### src/rtl/pte_mem_responder.sv
// ---------------------------------------------------------------------------
// pte_mem_responder
//
// Memory-side responder for the page-table walker's PTE accesses. Takes one
// single-word PTE read or write from the walker, forwards it to the memory
// arbiter port, and returns the busy/data handshake the walker samples.
// Misaligned requests are rejected without touching memory. A memory access
// that is never acknowledged is aborted after MEM_TIMEOUT cycles
// (MEM_TIMEOUT = 0 waits forever).
//
// Optional feature (macro PTE_BUF_EN): a one-entry PTE buffer that answers a
// repeated read of the same word without a memory access. It is filled by
// completed memory reads, updated by writes to the same word, and cleared by
// i_flush. With the macro undefined there is no buffer and i_flush is ignored.
//
// Ports
//   CLK, RST          clock, synchronous active-high reset
//   i_req/i_we        walker request strobe and write select
//   i_addr/i_wdata    PTE byte address and write data, sampled with i_req
//   i_flush           invalidate the PTE buffer (sfence.vma / satp write)
//   o_busy            request in progress
//   o_rdata           last read PTE (0 after an error)
//   o_err             one-cycle pulse: misaligned address or timeout
//   o_mem_*           memory request, held stable until i_mem_ack
//   i_mem_ack/rdata   memory completion and read data
// ---------------------------------------------------------------------------
module pte_mem_responder #(
    parameter int ADDR_WIDTH  = 32,
    parameter int MEM_TIMEOUT = 255
) (
    input  logic                  CLK,
    input  logic                  RST,
    input  logic                  i_req,
    input  logic                  i_we,
    input  logic [ADDR_WIDTH-1:0] i_addr,
    input  logic [31:0]           i_wdata,
    input  logic                  i_flush,
    output logic                  o_busy,
    output logic [31:0]           o_rdata,
    output logic                  o_err,
    output logic                  o_mem_req,
    output logic                  o_mem_we,
    output logic [ADDR_WIDTH-1:0] o_mem_addr,
    output logic [31:0]           o_mem_wdata,
    input  logic                  i_mem_ack,
    input  logic [31:0]           i_mem_rdata
);

    typedef enum logic [1:0] {
        S_IDLE,
        S_MEM,
        S_DONE
    } state_t;

    // Last counter value before the abort fires: MEM_TIMEOUT MEM cycles total.
    localparam bit         TO_EN   = (MEM_TIMEOUT > 0);
    localparam logic [7:0] TO_LAST = (MEM_TIMEOUT > 0) ? 8'(MEM_TIMEOUT - 1) : 8'd0;

    state_t                  state_q, state_d;
    logic                    busy_q, busy_d;
    logic [31:0]             rdata_q, rdata_d;
    logic                    err_q, err_d;
    logic                    mem_req_q, mem_req_d;
    logic                    mem_we_q, mem_we_d;
    logic [ADDR_WIDTH-1:0]   mem_addr_q, mem_addr_d;
    logic [31:0]             mem_wdata_q, mem_wdata_d;
    logic [7:0]              cnt_q, cnt_d;
    logic                    buf_hit;

`ifdef PTE_BUF_EN
    logic                    buf_valid_q, buf_valid_d;
    logic [ADDR_WIDTH-3:0]   buf_tag_q, buf_tag_d;
    logic [31:0]             buf_data_q, buf_data_d;

    // A flush in the same cycle as the request wins, so the request misses.
    assign buf_hit = buf_valid_q && !i_flush && !i_we &&
                     (buf_tag_q == i_addr[ADDR_WIDTH-1:2]);
`else
    logic unused_flush;
    assign unused_flush = i_flush;
    assign buf_hit      = 1'b0;
`endif

    always_comb begin
        state_d     = state_q;
        busy_d      = busy_q;
        rdata_d     = rdata_q;
        err_d       = 1'b0;
        mem_req_d   = mem_req_q;
        mem_we_d    = mem_we_q;
        mem_addr_d  = mem_addr_q;
        mem_wdata_d = mem_wdata_q;
        cnt_d       = cnt_q;
`ifdef PTE_BUF_EN
        buf_valid_d = buf_valid_q;
        buf_tag_d   = buf_tag_q;
        buf_data_d  = buf_data_q;
        // Cleared first; a fill later in this cycle carries fresh memory data.
        if (i_flush) begin
            buf_valid_d = 1'b0;
        end
`endif

        case (state_q)
            S_IDLE: begin
                if (i_req) begin
                    busy_d = 1'b1;
                    if (i_addr[1:0] != 2'b00) begin
                        state_d = S_DONE;
                        err_d   = 1'b1;
                        rdata_d = 32'd0;
                    end else if (buf_hit) begin
                        state_d = S_DONE;
`ifdef PTE_BUF_EN
                        rdata_d = buf_data_q;
`endif
                    end else begin
                        state_d     = S_MEM;
                        mem_req_d   = 1'b1;
                        mem_we_d    = i_we;
                        mem_addr_d  = {i_addr[ADDR_WIDTH-1:2], 2'b00};
                        mem_wdata_d = i_wdata;
                        cnt_d       = 8'd0;
                    end
                end
            end

            S_MEM: begin
                // An ack in the last allowed cycle still completes normally.
                if (i_mem_ack) begin
                    state_d   = S_DONE;
                    mem_req_d = 1'b0;
                    if (!mem_we_q) begin
                        rdata_d = i_mem_rdata;
                    end
`ifdef PTE_BUF_EN
                    if (!mem_we_q) begin
                        buf_valid_d = 1'b1;
                        buf_tag_d   = mem_addr_q[ADDR_WIDTH-1:2];
                        buf_data_d  = i_mem_rdata;
                    end else if (buf_tag_q == mem_addr_q[ADDR_WIDTH-1:2]) begin
                        buf_data_d  = mem_wdata_q;
                    end
`endif
                end else if (TO_EN && (cnt_q == TO_LAST)) begin
                    state_d   = S_DONE;
                    mem_req_d = 1'b0;
                    rdata_d   = 32'd0;
                    err_d     = 1'b1;
                end else begin
                    cnt_d = cnt_q + 8'd1;
                end
            end

            S_DONE: begin
                busy_d  = 1'b0;
                state_d = S_IDLE;
            end

            default: begin
                state_d = S_IDLE;
            end
        endcase
    end

    always_ff @(posedge CLK) begin
        if (RST) begin
            state_q     <= S_IDLE;
            busy_q      <= 1'b0;
            rdata_q     <= 32'd0;
            err_q       <= 1'b0;
            mem_req_q   <= 1'b0;
            mem_we_q    <= 1'b0;
            mem_addr_q  <= '0;
            mem_wdata_q <= 32'd0;
            cnt_q       <= 8'd0;
`ifdef PTE_BUF_EN
            buf_valid_q <= 1'b0;
            buf_tag_q   <= '0;
            buf_data_q  <= 32'd0;
`endif
        end else begin
            state_q     <= state_d;
            busy_q      <= busy_d;
            rdata_q     <= rdata_d;
            err_q       <= err_d;
            mem_req_q   <= mem_req_d;
            mem_we_q    <= mem_we_d;
            mem_addr_q  <= mem_addr_d;
            mem_wdata_q <= mem_wdata_d;
            cnt_q       <= cnt_d;
`ifdef PTE_BUF_EN
            buf_valid_q <= buf_valid_d;
            buf_tag_q   <= buf_tag_d;
            buf_data_q  <= buf_data_d;
`endif
        end
    end

    assign o_busy      = busy_q;
    assign o_rdata     = rdata_q;
    assign o_err       = err_q;
    assign o_mem_req   = mem_req_q;
    assign o_mem_we    = mem_we_q;
    assign o_mem_addr  = mem_addr_q;
    assign o_mem_wdata = mem_wdata_q;

endmodule

### config.mk
export PLATFORM = sky130hd
export DESIGN_NAME = pte_mem_responder
export DESIGN_NICKNAME = d
export VERILOG_FILES = /design/src/rtl/pte_mem_responder.sv
export SDC_FILE = /design/constraint.sdc
export NUM_CORES = 1
export LEC_CHECK = 0
export CORE_MARGIN = 2
export CORE_UTILIZATION = 43
export DETAILED_ROUTE_END_ITERATION = 10
export PLACE_DENSITY_LB_ADDON = 0.1
export SETUP_SLACK_MARGIN = 0.1
export SLEW_MARGIN = 30
export SYNTH_ARGS = -nofsm -noshare
export SYNTH_HDL_FRONTEND = slang
export SYNTH_SLANG_ARGS = --single-unit
### constraint.sdc
create_clock -name CLK -period 3.9 [get_ports CLK]
set_input_delay 0.585 -clock CLK [delete_from_list [all_inputs] [get_ports CLK]]
set_output_delay 0.585 -clock CLK [all_outputs]
set_load 0.02 [all_outputs]
==> metrics.txt, run 1 <==
PwrDens=approximately 340 mW/mm²; Seq cells post-synth=108; WP data arrival=about 2.6 ns; Min-Delay Path Class=reg2reg; Crit Path Class=in2reg; Buf/Inv on CP=2; max cap viols=0; Post-Synthesis Cells=498; R2R depth=5; Tmin final=around 2.4 ns; routability cong.=0.776; wire length per cell=13.4 µm; number of global-route vias before repair=around 3,800; non-filler cells in the finished layout=811; first-pass GRT wire length=17,200 µm; met3 WL=969 µm; DIE WIDTH=around 100 µm; CTS Buffer Depth=2; initial antenna violation count=0; routed wire length=10,900 µm; RR Endpoint=o_mem_addr[18]; drt pass-1 iters=4; syn avg cell area=about 8.3 µm²; die area=between 0.01 and 0.015 mm²; setup ws final=about 1.5 ns; FFs w/ async S/R, synth=0%; Overall Power=approximately 2200 µW; RSZ-0062 raised after global routing=no; Net Sw Frac=23.2%; CTS tree=yes; Post-synth EDFFs=0; Post-Syn Area=0.00413 mm²; LEAKAGE=around 0.0022 µW; Final nets=782; gr usage total=20.6%; Final Hold Violating Endpoints=0; drt via density=4.76; commonest non-fill, non-tap cell in the layout=clkdlybuf4s50_1; Setup TNS Final=0 ns; grt total ovfl=0; CTS Hold Buffers Added=0; fill count=816; DPL Wire Length=roughly 7600 µm; Setup crit start=i_addr[1]; final worst clock skew=0.0136 ns; critical path endpoint=o_mem_addr[18]; CP delay by family, top=simple AND/OR/NAND/NOR gates; initial DRC count=116; Initial Util=between 40% and 50%; Final ANT Viol Nets=0; clock power share=33.7%; yosys warns=0; worst ir drop on vdd=0.000208 V; sequential power share=52.6%; final slew viol count=0; CP Max Fanout=between 40 and 50; top post-synthesis cells by area=dfxtp_1, nand2_1, a21oi_1; I/O pin total=202; run status=completed; largest net degree at the start of global routing=74; TritonCTS Buffers=9; Data required, critical path=4.10 ns; Seq/Total Area, Yosys=between 50% and 60%; ratio of cells with drive above 1 in the final layout=~4.3%; Psw=between 500 and 600 µW; CTS root buf=clkbuf_8; commonest cells after routing, fill and taps aside=clkdlybuf4s50_1, nand2_1, dfxtp_1, a21oi_1, mux2i_1; Ant. Diodes=0; wire length on met2=around 5400 µm; logic gate share of total power=13.6%; layout overhead on the synthesized area=54.1%; CP Launch Type=input pin; Synth area leader=dfxtp_1; H-tree depth=3; cell row count=35; Post-CTS Resized=0; clock sink count=108; final setup vio count=0; M1 WL=4340 µm; Post-Place Cells=796; Slew HR=42.2%; CP max stage delay=0.69 ns; Synth Flop Type=dfxtp_1; Setup Fix Bufs, Post-CTS=0; crit end category=flip-flop; Worst-Margin Slew=0.867 ns; Tcrit/Tclk final=between 60 and 70%; Placement Setup Slack=1.12 ns; Min-Delay Path Depth=2; clock latency on the worst-skew pair=0.36 ns; area share of the largest cell type after synthesis=52.4%; fmax=422 MHz; crit-path cells=clkdlybuf4s50_1 > nor2_1 > nand3_2 > buf_4 > nand2_1 > a21oi_1; Reg2Reg Setup Slack=approximately 1.7 ns; DIE HEIGHT=approximately 100 µm; reg2reg start=state_q[1]; drc violations=0; I/O Buffers=198; Max Used Layer=met4; Crit path depth=6; Crit-path slowest cell=nand3_2; Worst-path clk slew=0.10 ns; Yosys cell types=38; core region area=0.00928 mm²; via count=roughly 3,900; Int Power=1670 µW
[power by group through the flow]
stage	clock, µW	sequential [µW]	combinational, µW
4_1_cts	754	1140	300
6_report	732	1140	296
5_1_grt	799	1150	319
2_1_floorplan	0	1200	106
3_3_place_gp	0	1170	294
3_5_place_dp	0	1170	298
[worst min-delay path by stage]
stage | from | to | slack, ns
6_report | o_mem_wdata[29] | o_mem_wdata[29] | 0.46
5_1_grt | o_mem_wdata[18] | o_mem_wdata[18] | 0.48
3_3_place_gp | o_mem_addr[4] | o_mem_addr[4] | 0.44
3_5_place_dp | o_mem_wdata[30] | o_mem_wdata[30] | 0.45
4_1_cts | o_mem_addr[3] | o_mem_addr[3] | 0.46
2_1_floorplan | cnt_q[7] | cnt_q[7] | 0.45
[cells by family after synthesis]
logic type,Yosys count,share of synthesized area (%)
simple gates,228,23.0
flops,108,52.4
mux,32,7.76
compound gates,88,11.7
other cells,1,0.0909
buf+inv,39,4.49
fa+ha+maj,2,0.606
[sequential cells by signal, indices dropped and copies added (netlist names)]
name	cells
o_mem_wdata	32
o_mem_we	1
o_rdata	32
o_mem_addr	30
o_err	1
state_q	2
o_busy	1
o_mem_req	1
cnt_q	8
[cell usage after synthesis, drive strengths merged, types with 2 or more instances]
| cell type | count |
|---|---|
| a31oi | 3 |
| o32ai | 2 |
| nor3 | 7 |
| or3 | 2 |
| a21oi | 67 |
| nand3 | 4 |
| nor2 | 6 |
| buf | 15 |
| a21o | 2 |
| dfxtp | 108 |
| nand2 | 195 |
| mux2i | 32 |
| a211oi | 2 |
| and3 | 3 |
| nor4 | 3 |
| clkbuf | 20 |
| o21ai | 7 |
| inv | 4 |
| ha | 2 |
| o211ai | 2 |
[routing by layer]
metal / GRT usage, % / vias to the layer above
met1: 23.3 / 1733
met5: 0 / -
met4: 6.87 / 0
met2: 36.2 / 121
met3: 7.39 / 15
li1: - / 1989
[area by class of cell]
| type | instances | area, µm² | area share (%) |
|---|---|---|---|
| clock buffer | 11 | 141 | 2.22 |
| inverter | 4 | 15.0 | 0.236 |
| timing repair buffer | 203 | 2010 | 31.7 |
| sequential | 108 | 2160 | 34.0 |
| multi-input combinational | 352 | 1790 | 28.1 |
| tap | 129 | 161 | 2.54 |
| clock inverter | 4 | 73.8 | 1.16 |
[stage by stage]
stage                     hold WS, ns  util [%]  instance area, µm²
final                           0.458      68.5                6360
after global routing            0.477      68.5                6360
after CTS                       0.461      68.5                6360
after detailed placement        0.448      66.2                6140
after global placement          0.441      66.2                6140
after floorplan                 0.454         -                4130
[worst register-to-register path: stages, from the launching register on]
cell and delay, ns:
dfxtp_1 0.43, nor2_1 0.25, nand3_2 0.70, buf_4 0.51, nand2_1 0.10, a21oi_1 0.06
Power figures use the tool's default switching activity.
==> inputs of run 2 (changes only) <==
Settings changed: CORE_UTILIZATION 43 to 40.
Clock period 3.9 ns to 2.2 ns, I/O delays scaled along.
==> metrics.txt, run 2 (same netlist as run 1, synthesis figures left out) <==
initial DRC count=181 (was 116); R2R depth=5 (unchanged); reg2reg start=state_q[1] (unchanged); I/O Buffers=198 (unchanged); LEAKAGE=0.00227 µW (was 0.00221 µW); Tmin final=1.86 ns; RSZ-0062 raised after global routing=no (unchanged); fmax=537 MHz; CP Launch Type=flip-flop (was input pin); routed wire length=11,200 µm (was 10,900 µm); Tcrit/Tclk final=84.6%; crit end category=flip-flop (unchanged); grt total ovfl=0 (unchanged); CP delay by family, top=simple AND/OR/NAND/NOR gates (unchanged); number of global-route vias before repair=3,893 (was 3,769); Post-CTS Resized=0 (unchanged); Reg2Reg Setup Slack=0.34 ns (was 1.69 ns); Worst-path clk slew=0.10 ns (about the same); final worst clock skew=0.00996 ns (was 0.0136 ns); cell row count=37 (was 35); CP max stage delay=0.47 ns (was 0.69 ns); Crit Path Class=reg2reg (was in2reg); setup ws final=0.339 ns (was 1.53 ns); Net Sw Frac=25.4% (was 23.2%); DIE WIDTH=106 µm (was 102 µm); drc violations=0 (unchanged); Final ANT Viol Nets=0 (unchanged); CTS tree=yes (unchanged); WP data arrival=2.07 ns (was 2.57 ns); commonest non-fill, non-tap cell in the layout=clkdlybuf4s50_1 (unchanged); Hold Startpoint=RST (was o_mem_wdata[29]); Setup Fix Bufs, Post-CTS=1 (was 0); drt pass-1 iters=6 (was 4); Worst-Margin Slew=0.786 ns (was 0.867 ns); ratio of cells with drive above 1 in the final layout=5.92% (was 4.25%); run status=completed (unchanged); fill count=862 (was 816); final slew viol count=0 (unchanged); CTS Hold Buffers Added=0 (unchanged); clock latency on the worst-skew pair=0.36 ns (about the same); DIE HEIGHT=106 µm (was 102 µm); PwrDens=581 mW/mm² (was 342 mW/mm²); Psw=953 µW (was 503 µW); die area=0.0111 mm² (was 0.0104 mm²); Int Power=2800 µW (was 1670 µW); Crit-path slowest cell=nor4_1 (was nand3_2); gr usage total=19.6% (was 20.6%); max cap viols=0 (unchanged); crit-path cells=buf_4 > nor4_1 > o32ai_1 > nor2_1 > a311oi_1 (was clkdlybuf4s50_1 > nor2_1 > nand3_2 > buf_4 > nand2_1 > a21oi_1); Final Hold Violating Endpoints=0 (unchanged); RR Endpoint=cnt_q[2] (was o_mem_addr[18]); via count=3,953 (was 3,858); sequential power share=54.0% (was 52.6%); drt via density=4.77 (was 4.76); Data required, critical path=2.41 ns (was 4.10 ns); largest net degree at the start of global routing=74 (unchanged); routability cong.=0.779 (was 0.776); Slew HR=47.6% (was 42.2%); WHS=0.397 ns (was 0.458 ns); Initial Util=40.5% (was 44.4%); clock sink count=108 (unchanged); DPL Wire Length=7860 µm (was 7630 µm); logic gate share of total power=14.7% (was 13.6%); Setup TNS Final=0 ns (unchanged); Placement Setup Slack=-0.146 ns (was 1.12 ns); Min-Delay Path Class=in2reg (was reg2reg); H-tree depth=3 (unchanged); Final nets=792 (was 782); TritonCTS Buffers=9 (unchanged); worst ir drop on vdd=0.000323 V (was 0.000208 V); Min-Delay Path Depth=4 (was 2); commonest cells after routing, fill and taps aside=clkdlybuf4s50_1, nand2_1, dfxtp_1, a21oi_1, mux2i_1 (unchanged); wire length per cell=13.5 µm (was 13.4 µm); clock power share=31.3% (was 33.7%); Buf/Inv on CP=1 (was 2); Overall Power=3750 µW (was 2170 µW); CTS Buffer Depth=2 (unchanged); WHS Endpoint=o_rdata[22] (was o_mem_wdata[29]); final setup vio count=0 (unchanged); core region area=0.0102 mm² (was 0.00928 mm²); I/O pin total=202 (unchanged); CP Max Fanout=10 (was 43); Ant. Diodes=0 (unchanged); layout overhead on the synthesized area=56.4% (was 54.1%); initial antenna violation count=0 (unchanged); CTS root buf=clkbuf_8 (unchanged); first-pass GRT wire length=18,100 µm (was 17,200 µm)
-- run 2: cell count changes in the layout (fill, tap and decap cells not counted), sizes merged --
cell    previous run  this run
inv                4         8
buf                6        16
clkinv             2         1
bufinv             2         0
-- run 2: tightest hold or removal path, stage by stage --
cell and delay [ns]:
buf_2 0.09, inv_2 0.13, nand2_1 0.11, mux2i_1 0.05
-- run 2: area by class of cell --
type	count	area, µm²	share of cell area [%]
Clock buffer	11	151	2.35
Multi-Input combinational cell	352	1790	27.7
Timing Repair Buffer	213	2130	33.0
Clock inverter	5	40.0	0.620
Tap cell	136	170	2.64
Inverter	4	15.0	0.233
Sequential cell	108	2160	33.5
-- run 2: power by group through the flow --
stage | clock (µW) | sequential, µW | combinational [µW]
finish | 1170 | 2020 | 552
detailed placement | 0 | 2070 | 550
CTS | 1230 | 2030 | 556
floorplan | 0 | 2120 | 189
global placement | 0 | 2070 | 545
global route | 1280 | 2030 | 592
-- run 2: metal layers --
metal / part of all wire, % / global-route usage [%]
met5: 0 / 0
met4: 1.4 / 6.02
met3: 7.3 / 6.00
met2: 49 / 33.8
met1: 43 / 23.5
-- run 2: how the worst max path moves through the flow --
| stage | start | to | cells after the start |
|---|---|---|---|
| after CTS | state_q[1] | cnt_q[2] | 5 |
| final | state_q[1] | cnt_q[2] | 5 |
| after global routing | cnt_q[0] | cnt_q[2] | 7 |
| after global placement | i_mem_ack | o_rdata[16] | 6 |
| after floorplan | cnt_q[0] | o_rdata[0] | 7 |
| after detailed placement | i_mem_ack | o_rdata[1] | 6 |
-- run 2: per-stage QoR --
stage | cells | utilization (%) | instance area, µm²
after global routing | 829 | 63.4 | 6450
after detailed placement | 812 | 61.4 | 6260
after global placement | 812 | 61.4 | 6260
final | 829 | 63.4 | 6450
after floorplan | 499 | - | 4130
after CTS | 829 | 63.4 | 6450
==> inputs of run 3 (changes only) <==
Clock period 2.2 ns to 1.9 ns, I/O delays scaled along.
==> metrics.txt, run 3 (same netlist as run 1, synthesis figures left out) <==
run status=completed (unchanged); crit end category=flip-flop (unchanged); max cap viols=0 (unchanged); wire length per cell=13.6 µm (was 13.5 µm); Hold Startpoint=RST (unchanged); CTS root buf=clkbuf_8 (unchanged); first-pass GRT wire length=18,500 µm (was 18,100 µm); CTS tree=yes (unchanged); commonest non-fill, non-tap cell in the layout=clkdlybuf4s50_1 (unchanged); clock latency on the worst-skew pair=0.37 ns (was 0.36 ns); Tmin final=1.82 ns (was 1.86 ns); LEAKAGE=0.00234 µW (was 0.00227 µW); Data required, critical path=2.20 ns (was 2.41 ns); Crit-path slowest cell=dfxtp_4 (was nor4_1); DIE HEIGHT=106 µm (unchanged); Final Hold Violating Endpoints=0 (unchanged); CP Launch Type=flip-flop (unchanged); largest net degree at the start of global routing=74 (unchanged); routability cong.=0.754 (was 0.779); final setup vio count=0 (unchanged); DPL Wire Length=7730 µm (was 7860 µm); Final nets=799 (was 792); drt pass-1 iters=4 (was 6); Ant. Diodes=0 (unchanged); CP Max Fanout=6 (was 10); RR Endpoint=o_rdata[22] (was cnt_q[2]); Min-Delay Path Depth=4 (unchanged); TritonCTS Buffers=9 (unchanged); number of global-route vias before repair=3,937 (was 3,893); Crit Path Class=reg2reg (unchanged); Worst-path clk slew=0.09 ns (was 0.10 ns); initial DRC count=189 (was 181); die area=0.0111 mm² (unchanged); CTS Hold Buffers Added=0 (unchanged); RSZ-0062 raised after global routing=yes (was no); initial antenna violation count=0 (unchanged); R2R depth=8 (was 5); cell row count=37 (unchanged); reg2reg start=cnt_q[0] (was state_q[1]); CP max stage delay=0.37 ns (was 0.47 ns); gr usage total=20.3% (was 19.6%); ratio of cells with drive above 1 in the final layout=8.15% (was 5.92%); Min-Delay Path Class=in2reg (unchanged); final slew viol count=0 (unchanged); layout overhead on the synthesized area=61.2% (was 56.4%); Slew HR=46.7% (was 47.6%); via count=4,017 (was 3,953); grt total ovfl=0 (unchanged); routed wire length=11,400 µm (was 11,200 µm); core region area=0.0102 mm² (unchanged); I/O pin total=202 (unchanged); I/O Buffers=198 (unchanged); Overall Power=4580 µW (was 3750 µW); CTS Buffer Depth=2 (unchanged); drc violations=0 (unchanged); PwrDens=688 mW/mm² (was 581 mW/mm²); crit-path cells=inv_4 > ha_4 > nand3_4 > o21a_4 > nor4_4 > buf_4 > clkbuf_16 > mux2i_1 (was buf_4 > nor4_1 > o32ai_1 > nor2_1 > a311oi_1); Final ANT Viol Nets=0 (unchanged); fill count=868 (was 862); DIE WIDTH=106 µm (unchanged); Setup crit start=cnt_q[0] (was state_q[1]); Reg2Reg Setup Slack=0.08 ns (was 0.34 ns); clock sink count=108 (unchanged); WHS=0.309 ns (was 0.397 ns); fmax=550 MHz (was 537 MHz); drt via density=4.81 (was 4.77); commonest cells after routing, fill and taps aside=clkdlybuf4s50_1, nand2_1, dfxtp_1, a21oi_1, mux2i_1 (unchanged); worst ir drop on vdd=0.000486 V (was 0.000323 V); final worst clock skew=0.00724 ns (was 0.00996 ns); WP data arrival=2.12 ns (was 2.07 ns); WHS Endpoint=cnt_q[4] (was o_rdata[22]); Worst-Margin Slew=0.800 ns (was 0.786 ns); Tcrit/Tclk final=95.6% (was 84.6%); H-tree depth=3 (unchanged); Initial Util=40.5% (unchanged)
run 3: cell types whose count changed in the layout (fill, tap and decap cells not counted), sizes merged:
cell      change
buf           +5
bufinv        +2
clkbuf        +2
clkinvlp      +1
inv           -4
run 3: timing repair:
action	4_1_cts	5_1_grt
buffers inserted	1	4
setup endpoints to repair	32	37
gates cloned	1	2
gates resized for setup	5	14
pin swaps	1	3
endpoints found under the hold margin	0	0
run 3: worst max path at each step:
| stage | endpoint | slack [ns] | cells past startpoint |
|---|---|---|---|
| floorplan | o_rdata[0] | 0.15 | 7 |
| global placement | o_rdata[16] | -0.03 | 6 |
| detailed placement | o_rdata[18] | -0.1 | 6 |
| CTS | o_rdata[22] | 0.08 | 8 |
| global route | o_rdata[29] | -0.02 | 8 |
| finish | o_rdata[22] | 0.08 | 8 |
run 3: cell type report:
type	count	area, µm²	share of cell area [%]
sequential	108	2170	32.7
clock inverter	4	72.6	1.09
tap	136	170	2.56
timing repair buffer	220	2240	33.7
multi-input combinational	352	1820	27.4
inverter	4	17.5	0.263
clock buffer	11	151	2.28
run 3: power breakdown:
part | internal [µW] | switching, µW
sequential | 2310 | 31.9
combinational | 390 | 295
clock | 805 | 742
total | 3510 | 1070
run 3: metal layers:
metal | share of wire, % | track usage [%] | wire length (µm)
met1 | 42 | 23.7 | 4770
met2 | 47 | 33.7 | 5400
met3 | 8.6 | 7.54 | 976
met4 | 2.1 | 8.36 | 240
met5 | 0 | 0 | 0
run 3: critical path, delay by kind of cell (launching register included):
kind | cells | cell delay, ns
and+or+nand+nor | 2 | 0.40
muxes | 1 | 0.18
adders and majority gates | 1 | 0.12
buffers and inverters | 3 | 0.44
DFF | 1 | 0.37
AOI/OAI and AO/OA | 1 | 0.24
run 3: stage by stage:
step	setup TNS, ns	worst slack (ns)	util, %	area (µm²)	cells
6_report	0	0.0833	65.3	6650	835
5_1_grt	-0.101	-0.0162	65.3	6650	835
4_1_cts	0	0.0847	64.3	6550	829
3_5_place_dp	-2.20	-0.0995	61.5	6270	812
3_3_place_gp	-0.805	-0.0342	61.5	6270	812
2_1_floorplan	0	0.148	-	4130	499
